===== config.mk =====
export PLATFORM = sky130hd
export DESIGN_NAME = slave_internal_response_rd_arbiter
export DESIGN_NICKNAME = d
export VERILOG_FILES = /design/src/rtl/slave_internal_response_rd_arbiter_pkg.sv /design/src/rtl/slave_internal_response_rd_arbiter_out_slice.sv /design/src/rtl/slave_internal_response_rd_arbiter.sv
export SDC_FILE = /design/constraint.sdc
export NUM_CORES = 1
export LEC_CHECK = 0
export ABC_AREA = 1
export CAP_MARGIN = 25
export CORE_ASPECT_RATIO = 2
export CORE_MARGIN = 2
export CORE_UTILIZATION = 34
export DETAILED_ROUTE_END_ITERATION = 12
export PLACE_DENSITY = 0.73
export SYNTH_ARGS = -nofsm -noshare
export SYNTH_HDL_FRONTEND = slang
export SYNTH_SLANG_ARGS = --single-unit

===== constraint.sdc =====
create_clock -name ACLK -period 1.62 [get_ports ACLK]
set_clock_uncertainty 0.2 [all_clocks]
set_input_delay 0.324 -clock ACLK [delete_from_list [all_inputs] [get_ports ACLK]]
set_output_delay 0.324 -clock ACLK [all_outputs]
set_load 0.02 [all_outputs]

===== src/rtl/slave_internal_response_rd_arbiter_pkg.sv =====
`default_nettype none
// ============================================================================
// Package : axi_slave_package
// Purpose : Shared R-channel response encoding and read-arbiter types.
// Rev     : 1.0  initial release
// ============================================================================
package axi_slave_package;

   // INVALID marks an empty slot on the merged R channel
   typedef enum logic [2:0] {
      OKAY    = 3'd0,
      EXOKAY  = 3'd1,
      SLVERR  = 3'd2,
      DECERR  = 3'd3,
      INVALID = 3'd4
   } resp_t;

   typedef enum logic [1:0] {
      ARB      = 2'd0,
      LOCK_ERR = 2'd1,
      LOCK_CPL = 2'd2
   } arb_state_t;

   typedef enum logic {
      SRC_ERR = 1'b0,
      SRC_CPL = 1'b1
   } src_t;

   function automatic arb_state_t lock_state(input src_t src);
      return (src == SRC_ERR) ? LOCK_ERR : LOCK_CPL;
   endfunction

endpackage
`default_nettype wire


===== src/rtl/slave_internal_response_rd_arbiter_out_slice.sv =====
`default_nettype none
// ============================================================================
// Module  : rd_resp_out_slice
// Purpose : One-entry register slice driving the merged R channel.
// Rev     : 1.0  initial release
// ============================================================================
module rd_resp_out_slice
   import axi_slave_package::*;
#(
   parameter int ID_W   = 4,
   parameter int DATA_W = 32
)(
   input  logic              clk,
   input  logic              rst_n,
   input  logic              load,
   input  logic              ld_rlast,
   input  logic [ID_W-1:0]   ld_rid,
   input  logic [DATA_W-1:0] ld_rdata,
   input  resp_t             ld_rresp,
   input  logic              ready,
   output logic              can_load,
   output logic              valid,
   output logic              rlast,
   output logic [ID_W-1:0]   rid,
   output logic [DATA_W-1:0] rdata,
   output resp_t             rresp
);

   logic              r_valid;
   logic              r_rlast;
   logic [ID_W-1:0]   r_rid;
   logic [DATA_W-1:0] r_rdata;
   resp_t             r_rresp;

   assign can_load = !r_valid || ready;

   // Draining without refill returns the payload to its idle encoding
   always_ff @(posedge clk or negedge rst_n) begin
      if (!rst_n) begin
         r_valid <= 1'b0;
         r_rlast <= 1'b0;
         r_rid   <= '0;
         r_rdata <= '0;
         r_rresp <= INVALID;
      end else if (load) begin
         r_valid <= 1'b1;
         r_rlast <= ld_rlast;
         r_rid   <= ld_rid;
         r_rdata <= ld_rdata;
         r_rresp <= ld_rresp;
      end else if (ready) begin
         r_valid <= 1'b0;
         r_rlast <= 1'b0;
         r_rid   <= '0;
         r_rdata <= '0;
         r_rresp <= INVALID;
      end
   end

   assign valid = r_valid;
   assign rlast = r_rlast;
   assign rid   = r_rid;
   assign rdata = r_rdata;
   assign rresp = r_rresp;

endmodule
`default_nettype wire


===== src/rtl/slave_internal_response_rd_arbiter.sv =====
`default_nettype none
// ============================================================================
// Module  : slave_internal_response_rd_arbiter
// Purpose : Burst-locked round-robin merge of error and completion R beats.
// Rev     : 1.0  initial release
// ============================================================================
module slave_internal_response_rd_arbiter
   import axi_slave_package::*;
#(
   parameter int ID_W      = 4,
   parameter int DATA_W    = 32,
   parameter int MAX_BEATS = 256
)(
   input  logic              ACLK,
   input  logic              ARESETn,
   input  logic              err_RVALID,
   input  logic              err_RLAST,
   input  logic [ID_W-1:0]   err_RID,
   input  logic [DATA_W-1:0] err_RDATA,
   input  resp_t             err_RRESP,
   output logic              err_RREADY,
   input  logic              cpl_RVALID,
   input  logic              cpl_RLAST,
   input  logic [ID_W-1:0]   cpl_RID,
   input  logic [DATA_W-1:0] cpl_RDATA,
   input  resp_t             cpl_RRESP,
   output logic              cpl_RREADY,
   output logic              out_RVALID,
   output logic              out_RLAST,
   output logic [ID_W-1:0]   out_RID,
   output logic [DATA_W-1:0] out_RDATA,
   output resp_t             out_RRESP,
   input  logic              out_RREADY,
   output logic              burst_overrun
);

   localparam int                 c_cnt_w     = $clog2(MAX_BEATS) + 1;
   localparam logic [c_cnt_w-1:0] c_max_beats = c_cnt_w'(MAX_BEATS);

   arb_state_t          r_state;
   arb_state_t          w_state_next;
   src_t                r_rr_last;
   src_t                w_rr_last_next;
   logic [c_cnt_w-1:0]  r_beat_cnt;
   logic [c_cnt_w-1:0]  w_beat_cnt_next;
   logic [c_cnt_w-1:0]  w_cnt_inc;
   logic                r_overrun;

   src_t                w_grant;
   logic                w_grant_vld;
   logic                w_can_load;
   logic                w_accept;
   logic                w_sel_last;
   logic [ID_W-1:0]     w_sel_rid;
   logic [DATA_W-1:0]   w_sel_rdata;
   resp_t               w_sel_rresp;
   logic                w_overrun;
   logic                w_out_last;

   // A lock serves only its owner; ARB alternates on ties away from rr_last
   always_comb begin
      w_grant     = SRC_ERR;
      w_grant_vld = 1'b0;
      case (r_state)
         ARB: begin
            w_grant_vld = err_RVALID || cpl_RVALID;
            if (err_RVALID && cpl_RVALID)
               w_grant = (r_rr_last == SRC_ERR) ? SRC_CPL : SRC_ERR;
            else if (cpl_RVALID)
               w_grant = SRC_CPL;
            else
               w_grant = SRC_ERR;
         end
         LOCK_ERR: begin
            w_grant     = SRC_ERR;
            w_grant_vld = err_RVALID;
         end
         LOCK_CPL: begin
            w_grant     = SRC_CPL;
            w_grant_vld = cpl_RVALID;
         end
         default: begin
            w_grant     = SRC_ERR;
            w_grant_vld = 1'b0;
         end
      endcase
   end

   assign w_accept   = w_grant_vld && w_can_load;
   assign err_RREADY = w_grant_vld && (w_grant == SRC_ERR) && w_can_load;
   assign cpl_RREADY = w_grant_vld && (w_grant == SRC_CPL) && w_can_load;

   assign w_sel_last  = (w_grant == SRC_CPL) ? cpl_RLAST : err_RLAST;
   assign w_sel_rid   = (w_grant == SRC_CPL) ? cpl_RID   : err_RID;
   assign w_sel_rdata = (w_grant == SRC_CPL) ? cpl_RDATA : err_RDATA;
   assign w_sel_rresp = (w_grant == SRC_CPL) ? cpl_RRESP : err_RRESP;

   // Beat MAX_BEATS without RLAST is truncated into a last beat
   assign w_cnt_inc  = r_beat_cnt + c_cnt_w'(1);
   assign w_overrun  = w_accept && !w_sel_last && (w_cnt_inc == c_max_beats);
   assign w_out_last = w_sel_last || w_overrun;

   always_comb begin
      w_state_next    = r_state;
      w_rr_last_next  = r_rr_last;
      w_beat_cnt_next = r_beat_cnt;
      if (w_accept) begin
         if (w_out_last) begin
            w_state_next    = ARB;
            w_rr_last_next  = w_grant;
            w_beat_cnt_next = '0;
         end else begin
            w_state_next    = lock_state(w_grant);
            w_beat_cnt_next = w_cnt_inc;
         end
      end
   end

   always_ff @(posedge ACLK or negedge ARESETn) begin
      if (!ARESETn) begin
         r_state    <= ARB;
         r_rr_last  <= SRC_ERR;
         r_beat_cnt <= '0;
         r_overrun  <= 1'b0;
      end else begin
         r_state    <= w_state_next;
         r_rr_last  <= w_rr_last_next;
         r_beat_cnt <= w_beat_cnt_next;
         r_overrun  <= w_overrun;
      end
   end

   assign burst_overrun = r_overrun;

   rd_resp_out_slice #(
      .ID_W   (ID_W),
      .DATA_W (DATA_W)
   ) u_out_slice (
      .clk      (ACLK),
      .rst_n    (ARESETn),
      .load     (w_accept),
      .ld_rlast (w_out_last),
      .ld_rid   (w_sel_rid),
      .ld_rdata (w_sel_rdata),
      .ld_rresp (w_sel_rresp),
      .ready    (out_RREADY),
      .can_load (w_can_load),
      .valid    (out_RVALID),
      .rlast    (out_RLAST),
      .rid      (out_RID),
      .rdata    (out_RDATA),
      .rresp    (out_RRESP)
   );

endmodule
`default_nettype wire


==> out/metrics.csv <==
metric;value;unit
critical_path.most_common_cell;nand2_1;
dp_hpwl;5500;microns
hold_end;u_out_slice.valid$_DFFE_PN0P_;
clkSlewWorstSetupHoldPaths;0.07;ns
max_slew_margin;80.5;%
rr_startpoint;r_beat_cnt[1]$_DFFE_PN0P_;
r2r_end;r_beat_cnt[8]$_DFFE_PN0P_;
seqCellArea;1360;sq um
cts_tree;yes;
rows;44;
hp-class;in -> reg;
p_leak;2.42;nW
core;7210;sq um
async_reset_ff_share;100;%
combPwrFrac;11.8;%
clkPwrFrac;41.7;%
grt_pass1_vias;2761;
finalHoldViolCount;0;
final_nets;542;
setup_slack;-0.254;ns
crit_arrival;1.86;ns
worst_hold_slack;0.242;ns
fill_cells;576;
antenna_found_initial;0;
r2r_slack;-0.25;ns
netSwitchingPower;0.595;mW
path_cells;ha_4, nand3_4, nor2_4, nand2_1, nand2_1, nand2_1, nor2_1, nand2_1, nand2_2, buf_6, o22ai_1;
numCtsBuffers;5;
syn_avg_cell_area;8.53;sq um
setup_violations;15;
cp_slowest_cell;dfrtp_1;
p_seq_share;46.5;%
end_kind;register;
dpl.cell_count;529;
synth_cell_type_count;21;
cp_max_fo;7;
syn-cell-area;2520;sq um
synthToLayoutAreaGrowth;84.3;%
antennaDiodeCount;0;
synth_top_flop_cell;dfrtp_1;
first_pass_iters;4;
multi_input_area;1260;sq um
h-tree-depth;2;
violations;negative setup slack;
start_util;34.9;%
fp.dieW;64.8;microns
worstSkewPairLatency;0.29;ns
critical_path_class;reg -> reg;
finalSetupTns;-3.11;ns
grt_max_degree;55;
overflow;0;
drt_wl_total;8120;microns
grt.total_usage;20.4;%
ys_warn_count;0;
grt_first_pass_wirelength;13000;microns
cts_buffer_depth;2;
hold_path_startpoint;out_RREADY;
fmax;534;MHz
rsz0062_at_grt;yes;
die_y;126;microns
syn_nets;382;
ir_drop;0.678;mV
min_period;1.87;ns
powerDensity;626;nW/um^2
synth-seq-area-share;53.8;%
slew_viol_final;0;
swShare;20.5;%
cts-root-buf;clkbuf_16;
die_area;8150;sq um
wl_per_cell;14.8;microns
route.vias.total;2649;
syn_inst;295;
io_pins;129;
initialDrtViolationCount;154;
worstSetupStartpointType;register;
critPathMaxStageDelay;0.40;ns
reg2reg_depth;11;
tightest_slew;0.293;ns
timing.final.crit_share;116;%
final_common_cell;nand2_1;
hold_depth;4;
synth_edf_count;0;
drtAntennaViolNets;0;
drv_cap;0;
io_buffers;128;
status;finished with violations;
fin_cells;548;
crit_required;1.60;ns
cts_sinks;54;
drc_errors;0;
gp_congestion;0.791;
vias_per_cell;4.83;
drive_above_1_share;26.3;%
synth_seq_cells;54;
final_cell_mix;nand2_1, clkdlybuf4s50_1, dfrtp_1;
intPower;2.31;mW
==> worst max-delay path, delay by kind of cell, from the launching register on <==
kind                     cells  cell delay [ns]
AND/OR/NAND/NOR              8             0.74
flip-flops                   1             0.40
AO/OA/AOI/OAI                1             0.07
buffers and inverters        1             0.15
adder cells (fa/ha/maj)      1             0.19
==> cell families after synthesis <==
kind of cell               after synthesis  share of synthesized area, %
DFF                                     54                          53.8
AOI/OAI and AO/OA                       53                          15.0
buffers and inverters                   37                          6.66
adders and majority gates                2                         0.994
and+or+nand+nor                        149                          23.6
==> final cells by class <==
cell class                 instances  share of cell area (%)
timing repair buffer             168                    35.6
sequential                        54                    29.2
multi-input combinational        204                    27.2
clock buffer                       6                    2.78
tap                               92                    2.48
inverter                          22                    1.83
clock inverter                     2                   0.809
==> flip-flops by register name, summed over array words and instances (netlist names) <==
signal             count
r_beat_cnt             9
u_out_slice.rresp      3
r_state                2
u_out_slice.rid        4
u_out_slice.rdata     32
u_out_slice.rlast      1
burst_overrun          1
u_out_slice.valid      1
r_rr_last              1
==> power groups by stage <==
stage	clock network, mW	logic [mW]	registers (mW)
6_report	1.21	0.341	1.35
5_1_grt	1.30	0.367	1.35
4_1_cts	1.24	0.316	1.35
3_5_place_dp	0	0.293	1.38
3_3_place_gp	0	0.289	1.38
2_1_floorplan	0	0.0280	1.38
==> layer usage <==
layer | track usage (%) | up-vias | wire [microns]
met5 | 0 | - | 0
met4 | 7.76 | 0 | 222
met3 | 3.75 | 16 | 354
met2 | 36.8 | 83 | 4600
met1 | 23.3 | 1254 | 2940
li1 | - | 1296 | -
==> through the flow <==
stage	total power, mW	area (sq um)	setup WS [ns]	utilization, %
3_3_place_gp	1.67	4090	-0.742	56.7
2_1_floorplan	1.41	2530	-0.0955	-
4_1_cts	2.90	4420	-0.188	61.2
3_5_place_dp	1.67	4090	-0.748	56.7
6_report	2.90	4640	-0.254	64.3
5_1_grt	3.01	4640	-0.380	64.3
==> worst max path at each step <==
stage | cells past startpoint | slack (ns) | start | endpoint
floorplan | 12 | -0.1 | r_beat_cnt[0]$_DFFE_PN0P_ | r_rr_last$_DFFE_PN0P_
global placement | 8 | -0.74 | err_RVALID | cpl_RREADY
detailed placement | 8 | -0.75 | err_RVALID | cpl_RREADY
CTS | 11 | -0.19 | r_beat_cnt[0]$_DFFE_PN0P_ | r_beat_cnt[4]$_DFFE_PN0P_
global route | 11 | -0.38 | r_beat_cnt[1]$_DFFE_PN0P_ | r_beat_cnt[5]$_DFFE_PN0P_
finish | 11 | -0.25 | r_beat_cnt[1]$_DFFE_PN0P_ | r_beat_cnt[8]$_DFFE_PN0P_
==> cell usage after synthesis (2+ instances only) <==
cell / count / area, sq um
a22oi_1: 38 / 285
inv_1: 20 / 75.1
inv_2: 2 / 7.51
buf_2: 11 / 55.1
buf_4: 2 / 15.0
o22ai_1: 10 / 62.6
nand2_1: 125 / 469
nor2_1: 6 / 22.5
dfrtp_1: 53 / 1330
ha_1: 2 / 25.0
o21ai_0: 4 / 20.0
nand4_1: 2 / 12.5
nand3_1: 11 / 55.1
nand2_2: 2 / 12.5
==> repair_timing <==
item                                    CTS  global route
hold buffers                              1             0
endpoints found under the setup margin   96            56
buffers inserted                          5             5
cloned                                    1             2
pin swaps                                 8            13
resized for setup                        92            46
endpoints found under the hold margin    53             0
Power figures use the tool's default switching activity.
